### src/rtl/mux_arbiter_2to1_8bit.sv
// Purpose : round-robin arbiter sharing one 8-bit 2:1 mux between two valid/ready
//           requesters, with a single-entry registered output stage.
// Latency : one cycle; a byte accepted at edge N is on o_mux_out after edge N.
// Backpr. : with o_out_valid=1 and i_out_ready=0 both readies are 0 and the
//           output holds; readies depend combinationally on i_out_ready.
//
// Optional feature macro: MUX_ARB_BURST_EN
//   undefined : strict alternation under contention.
//   defined   : the current holder may take up to BURST_LEN consecutive grants
//               under contention (4-bit saturating burst counter).
//
// Ports
//   i_clk, i_rst                 rising-edge clock, synchronous active-high reset
//   i_in0_valid, i_in0, o_in0_ready   requester 0 handshake and data
//   i_in1_valid, i_in1, o_in1_ready   requester 1 handshake and data
//   o_sel                        current-cycle grant / internal mux select
//   o_mux_out, o_out_src         registered byte and the requester it came from
//   o_out_valid, i_out_ready     output stage handshake
module mux_arbiter_2to1_8bit #(
   parameter int BURST_LEN = 4
) (
   input  logic       i_clk,
   input  logic       i_rst,
   input  logic       i_in0_valid,
   input  logic [7:0] i_in0,
   output logic       o_in0_ready,
   input  logic       i_in1_valid,
   input  logic [7:0] i_in1,
   output logic       o_in1_ready,
   output logic       o_sel,
   output logic [7:0] o_mux_out,
   output logic       o_out_src,
   output logic       o_out_valid,
   input  logic       i_out_ready
);

   // Elaboration-time guard on the burst length.
   if (BURST_LEN < 1 || BURST_LEN > 15) begin : g_bad_burst_len
      $error("BURST_LEN must be within 1..15");
   end

   // ------------------------------------------------------------------
   // State
   // ------------------------------------------------------------------
   logic       r_out_valid;
   logic [7:0] r_mux_out;
   logic       r_out_src;
   logic       r_last;      // requester of the most recent transfer
   logic       r_sel_q;     // grant of the previous cycle, held while idle

   // ------------------------------------------------------------------
   // Combinational
   // ------------------------------------------------------------------
   logic       w_load;
   logic       w_both;
   logic       w_tie_win;
   logic       w_sel;
   logic       w_xfer;
   logic [7:0] w_mux;

   // Output stage accepts a byte when empty or being drained this cycle.
   assign w_load = !r_out_valid || i_out_ready;
   assign w_both = i_in0_valid && i_in1_valid;

`ifdef MUX_ARB_BURST_EN
   localparam logic [3:0] LP_BURST_LEN = 4'(BURST_LEN);

   logic [3:0] r_burst_cnt;

   // A zero count means no holder yet (after reset), so the tie falls to
   // the requester other than r_last, giving in0 the first tie.
   assign w_tie_win = ((r_burst_cnt == 4'd0) || (r_burst_cnt >= LP_BURST_LEN))
                      ? !r_last : r_last;
`else
   assign w_tie_win = !r_last;
`endif

   always_comb begin
      w_sel = r_sel_q;
      if (w_both) begin
         w_sel = w_tie_win;
      end else if (i_in0_valid) begin
         w_sel = 1'b0;
      end else if (i_in1_valid) begin
         w_sel = 1'b1;
      end
   end

   assign w_mux  = w_sel ? i_in1 : i_in0;

   assign o_in0_ready = w_load && !w_sel && !i_rst;
   assign o_in1_ready = w_load &&  w_sel && !i_rst;

   assign w_xfer = (i_in0_valid && o_in0_ready) || (i_in1_valid && o_in1_ready);

   // ------------------------------------------------------------------
   // Registers
   // ------------------------------------------------------------------
   always_ff @(posedge i_clk) begin
      if (i_rst) begin
         r_out_valid <= 1'b0;
         r_mux_out   <= 8'h00;
         r_out_src   <= 1'b0;
         r_last      <= 1'b1;
         r_sel_q     <= 1'b0;
      end else begin
         r_sel_q <= w_sel;
         // Nothing moves while the output is stalled, so contention under
         // backpressure cannot disturb r_last.
         if (w_load) begin
            if (w_xfer) begin
               r_out_valid <= 1'b1;
               r_mux_out   <= w_mux;
               r_out_src   <= w_sel;
               r_last      <= w_sel;
            end else begin
               r_out_valid <= 1'b0;
            end
         end
      end
   end

`ifdef MUX_ARB_BURST_EN
   always_ff @(posedge i_clk) begin
      if (i_rst) begin
         r_burst_cnt <= 4'd0;
      end else if (w_load && w_xfer) begin
         if ((r_burst_cnt != 4'd0) && (w_sel == r_last)) begin
            // Uncontested runs may exceed BURST_LEN; saturate at 15.
            if (r_burst_cnt != 4'hF) begin
               r_burst_cnt <= r_burst_cnt + 4'd1;
            end
         end else begin
            r_burst_cnt <= 4'd1;
         end
      end
   end
`endif

   assign o_sel       = w_sel;
   assign o_mux_out   = r_mux_out;
   assign o_out_src   = r_out_src;
   assign o_out_valid = r_out_valid;

endmodule

### config.mk
export PLATFORM = sky130hd
export DESIGN_NAME = mux_arbiter_2to1_8bit
export DESIGN_NICKNAME = d
export VERILOG_FILES = /design/src/rtl/mux_arbiter_2to1_8bit.sv
export SDC_FILE = /design/constraint.sdc
export NUM_CORES = 1
export LEC_CHECK = 0
export CORE_MARGIN = 2
export CORE_UTILIZATION = 35
export CTS_BUF_LIST = sky130_fd_sc_hd__clkbuf_4 sky130_fd_sc_hd__clkbuf_8
export DETAILED_ROUTE_END_ITERATION = 10
export PLACE_DENSITY = 0.72
export SYNTH_ARGS = -nofsm -noshare
export SYNTH_HDL_FRONTEND = slang
export SYNTH_SLANG_ARGS = --single-unit
### constraint.sdc
create_clock -name i_clk -period 1.2 [get_ports i_clk]
set_input_delay 0.24 -clock i_clk [delete_from_list [all_inputs] [get_ports i_clk]]
set_output_delay 0.24 -clock i_clk [all_outputs]
set_load 0.02 [all_outputs]
-- Yosys cells after proc, flatten, opt, wreduce, memory -nomap -nowiden
Index checks and enable logic that the tools add are counted.
Widths: inputs -> output; s select.
- output and inout bits: 13
- register bits after elaboration: 12
- input bits: 21
- multiplexer cells: 5
- reductions and logical operators: 14
- operators by type and width (cell ; number):
    $mux 8 ; 1
    $logic_and 1x1->1 ; 7
    $logic_not 1->1 ; 4
    $mux 1 ; 4
    $logic_or 1x1->1 ; 2
    $reduce_and 2->1 ; 1

-- Logic depth before layout (Yosys ltp)
- word-level depth: 9
- depth in mapped cells: 5
- gate-level depth less buffers: 4

-- Least setup slack after synthesis
OpenSTA, ideal clock, no wires.
- path type: flip-flop to output port
- start point: reg r_last
- end point: out o_in0_ready
- data required time: 0.960 ns
- path buffers: 1
- stages on the path, launching flop included: 6
- arrival time: 1.179 ns
- slack: -0.219 ns
- cell sequence: dfxtp_1 nor2b_1 clkbuf_1 nor2_1 inv_1 nor2_1
- longest elaborated chain between the ends: 5
- ends and longest elaborated chain (what ; line ; text):
    start: declaration ; 48 ; logic r_last;
    start signal: assignment ; 115 ; r_last <= w_sel;
    $logic_not 1->1 ; 75 ; assign w_tie_win = !r_last;
    $mux 1 ; 80 ; if (w_both) begin
    named net o_sel ; 30 ; output logic o_sel,
    $logic_not 1->1 ; 91 ; assign o_in0_ready = w_load && !w_sel && !i_rst;
    $logic_and 1x1->1 (2 in series) ; 91 ;
    end: declaration ; 26 ; output logic o_in0_ready,
The timed path passes the listed nets, and every way through them passes these cells.

-- Final worst setup path
- start point: reg r_sel_q
- end point: out o_in1_ready
- longest elaborated chain between the ends: 5
- ends and longest elaborated chain (what ; line ; text):
    start: declaration ; 49 ; logic r_sel_q;
    start signal: assignment ; 107 ; r_sel_q <= w_sel;
    $mux 1 ; 84 ; end else if (i_in1_valid) begin
    $mux 1 ; 82 ; end else if (i_in0_valid) begin
    $mux 1 ; 80 ;
    $logic_and 1x1->1 (2 in series) ; 92 ; assign o_in1_ready = w_load && w_sel && !i_rst;
    end: declaration ; 29 ; output logic o_in1_ready,
Every way passes these cells.

==> impl_summary.txt <==
----------------------------------------------------
[GRT]
  Total grt overflow ... 0
  GRT met2 Usage ... 35.6%
  Global Route met1 Usage ... 24.8%
  Initial antenna violation count ... 0
  Overall global routing resource usage ... 20.6%
  Wire length of the first global-routing pass ... around 3200 um
  Number of global-route vias before repair ... 800
  Met3 track demand over resource in global routing ... under 10%
  Maximum number of pins on one net before global-route repair ... 14
  Busiest metal layer after global routing ... met2

[Die]
  I/O pin cnt ... 34
  Standard-cell rows ... 15
  Initial cell density of the core ... about 37%
  Height of the die ... 46.4 um
  Die area ... 2150 sq um
  Horiz. Die Dim ... 46.4 um
  CORE AREA ... approximately 1700 sq um

[Power and ir drop]
  Worst-case vdd ir drop ... ~0.00063 V
  Overall Power ... about 1.2 mW
  Ratio of total power to cell area ... 997 nW/um^2
  Lkg Pwr ... between 0.4 and 0.5 nW

[STA]
  Setup repair after global routing missed its margin ... yes
  Final-report setup violation count ... 3
  Setup Skew ... around 0.0048 ns
  Final hold vios ... 0
  Final Max Tran Viols ... 0
  Slew HR ... approximately 84%
  Slew of the pin with the lowest slew margin ... between 0.2 and 0.25 ns
  Final critical delay including setup and external delays ... ~1.5 ns
  Final worst path period share ... 122%
  Total negative slack for setup checks ... -0.697 ns
  Setup WS post-layout ... -0.268 ns
  Highest clock rate ... 681 MHz

[Setup path]
  Slowest stage delay, CP ... ~0.33 ns
  Top cell family by delay on the critical path ... flip-flops
  Chain of cells forming the critical path ... o21ba_4 -> nor2_4 -> buf_4 -> nor2_4 -> buf_6
  Kind of start point of the critical path ... register
  Depth of the most critical reg-to-reg path ... 5
  Critical path class ... reg -> out
  Buffers and inverters on the worst path ... 2
  Setup slack on the worst flop-to-flop path ... 0.07 ns
  Slowest cell on crit path ... dfxtp_2
  Maximum fanout along the worst path ... 3
  Endpoint of the worst register-to-register path ... o_mux_out[2]
  Cell mode on critical path ... nor2_4
  Critical path endpoint category ... output pin
  Data arrival, critical path ... ~1.2 ns
  Required arrival time at the worst endpoint ... around 0.96 ns
  Worst r2r src ... r_last

[Drt]
  Final Routed Wirelength ... a little over 2000 um
  Post-detailed-route count of antenna-violating nets ... 0
  Wirelength per Cell ... 14.2 um
  First-iteration detailed-routing DRC count ... 16
  Routed vias/inst ... 5.50
  Post-detailed-route DRC marker count ... 0
  Total number of vias ... just under 800
  Detailed-routing iteration count for the pre-antenna-repair pass ... 4

[Synth]
  Mux cell area share after synthesis ... 0%
  Cell count after synthesis ... 75
  Flops & latches, synth ... 12
  Mean post-synth cell area ... around 8.4 sq um
  Number of enable-type register cells in the synthesized netlist ... 0
  Synth top area share ... 38.2%
  Post-synthesis cell type count ... 23
  Fraction of the mapped netlist area in simple logic gates ... 18.5%
  Warnings, synthesis ... 0
  FFs w/ async S/R, synth ... 0%
  Share of the synthesized netlist area taken by xor and xnor gates ... 0%
  Top area cells in the synthesized netlist ... dfxtp_1 (38%), a311oi_1 (9.8%), a31oi_1 (8.0%)
  Post-synthesis cell area ... 628 sq um
  Share of synthesized area occupied by flip-flops and latches ... between 30% and 40%
  Share of synthesized cell area in full adder, half adder and majority cells ... 0%
  Main combinational cell family by area after synthesis ... compound AO/OA/AOI/OAI gates
  Top cell type by total area after synthesis ... dfxtp_1
  Area fraction in compound gates after synthesis ... a little over a third
  Total nets after synthesis ... 96
  Primary FF master, synth ... dfxtp_1

[CTS]
  Number of buffers between clock root and the deepest sink ... 2
  Number of buffers created by CTS ... 3
  Sinks on Clock Net ... 12
  Clock H-tree levels ... 1
  Root Buffer Master ... clkbuf_4
  Skew-Pair Late Insertion Delay ... roughly 0.27 ns
  Quantity of hold-fixing buffers added after cts ... 0
  Clock slew at reported path FFs ... roughly 0.08 ns
  Clock tree from TritonCTS ... done

[Layout]
  Final antenna diode count ... 0
  Ratio of cells with drive above 1 in the final layout ... between 30% and 40%
  Total number of nets in the final design ... between 100 and 150
  Fin util ... a little under 70%
  Number of cells in the finished layout apart from fillers ... between 100 and 150
  Layout overhead on the synthesized area ... 85.9%

[Place]
  Placed instance count ... around 140
  Placement Setup Slack ... -0.865 ns
  Detailed Place HPWL ... about 1400 um
  IO buf count ... 33
  Gp weighted congestion ... ~0.75

[Hold path]
  Launch instance of the worst min-delay path ... i_rst
  Classification of the worst-slack hold path ... in -> reg
  Worst Hold Depth ... 3
  End point of the most critical hold path ... o_mux_out[2]

[Run status]
  Violations in the final reports ... setup timing
  Result of the run ... finished, violations left

[Run]
  Number of max-cap violations ... 0

----------------------------------------------------
## kinds of logic (layout without fill, tap and decap cells)
group | count (synthesis) | in the layout
AOI/OAI and AO/OA | 31 | 31
and+or+nand+nor | 22 | 22
DFF | 12 | 12
buffers and inverters | 10 | 53
## flip-flops by register name, summed over array words and instances, names as in the netlist
register,count
o_out_valid,1
r_last,1
r_sel_q,1
o_out_src,1
o_mux_out,8
## repair_timing
action	CTS	global route
setup endpoints to repair	22	18
gates resized for setup	44	21
setup buffers	0	1
pin swaps	3	4
## per-stage QoR
| step | hold WS (ns) | instance area, sq um |
|---|---|---|
| 2_1_floorplan | 0.394 | 658 |
| 3_3_place_gp | 0.453 | 1060 |
| 3_5_place_dp | 0.463 | 1060 |
| 4_1_cts | 0.472 | 1120 |
| 5_1_grt | 0.437 | 1170 |
| 6_report | 0.398 | 1170 |
## synthesized netlist by cell type, types with 2 or more instances
cell type / number
nand2b_1: 2
o31ai_1: 2
o21ai_0: 8
clkbuf_1: 4
nor2b_1: 2
nor2_1: 4
nand2_1: 2
a31oi_1: 8
nand3_1: 9
dfxtp_1: 12
inv_1: 3
a311oi_1: 7
buf_6: 2
## cell type report
| cell class | count | area (sq um) |
|---|---|---|
| multi-input cells | 53 | 414 |
| well taps | 25 | 31.3 |
| repair buffers | 46 | 428 |
| fillers | 142 | 541 |
| inverters | 3 | 11.3 |
| flip-flops and latches | 12 | 246 |
| clock buffers | 4 | 36.3 |
## worst max-delay path by stage
| stage | start | end | slack [ns] | depth (start not counted) |
|---|---|---|---|---|
| 5_1_grt | r_sel_q | o_in1_ready | -0.31 | 5 |
| 2_1_floorplan | i_in0_valid | o_mux_out[2] | 0.003 | 5 |
| 4_1_cts | r_sel_q | o_in0_ready | -0.25 | 5 |
| 3_3_place_gp | i_in1_valid | o_in0_ready | -0.84 | 6 |
| 6_report | r_sel_q | o_in1_ready | -0.27 | 5 |
| 3_5_place_dp | i_in1_valid | o_in0_ready | -0.86 | 6 |
## where the power goes
| group | switching [mW] | internal (mW) | leakage, nW |
|---|---|---|---|
| Sequential | 0.0229 | 0.431 | 0.0998 |
| Clock | 0.140 | 0.184 | 0.0210 |
| Combinational | 0.185 | 0.201 | 0.362 |
## routing by layer
layer	up-vias	part of all wire, %
met5	-	0
met4	0	0
met3	0	4.8
met2	30	54
met1	384	41
li1	373	-
## placed cells by master, fill, tap and decap left out
cell             synthesis  routed
a21oi_1                  1       1
a311oi_1                 7       7
a311oi_2                 1       1
a31oi_1                  8       7
a31oi_4                  0       1
and3_4                   1       1
buf_2                    0       1
buf_4                    0       8
buf_6                    2       8
clkbuf_2                 0       3
clkbuf_4                 0       3
clkbuf_8                 0       1
clkdlybuf4s15_1          0       5
clkdlybuf4s50_1          0      16
dfxtp_1                 12       9
dfxtp_2                  0       2
dfxtp_4                  0       1
dlygate4sd2_1            0       4
dlymetal6s2s_1           0       1
inv_1                    3       1
inv_2                    0       2
nand2_1                  2       1
nand2_4                  0       1
nand2b_4                 0       2
nand3_1                  9       8
nand3_2                  0       1
nand4_1                  1       1
nor2_1                   4       1
nor2_4                   0       3
nor2b_1                  2       1
nor2b_4                  0       1
o211ai_1                 1       1
o21a_1                   1       1
o21ai_0                  8       8
o21ba_4                  0       1
o21bai_1                 1       1
o31ai_1                  2       2
or2_1                    1       1
## tightest hold or removal path, stage by stage
cell and delay (ns):
dlymetal6s2s_1 0.12, buf_4 0.21, a311oi_2 0.05
Power figures use the tool's default switching activity.
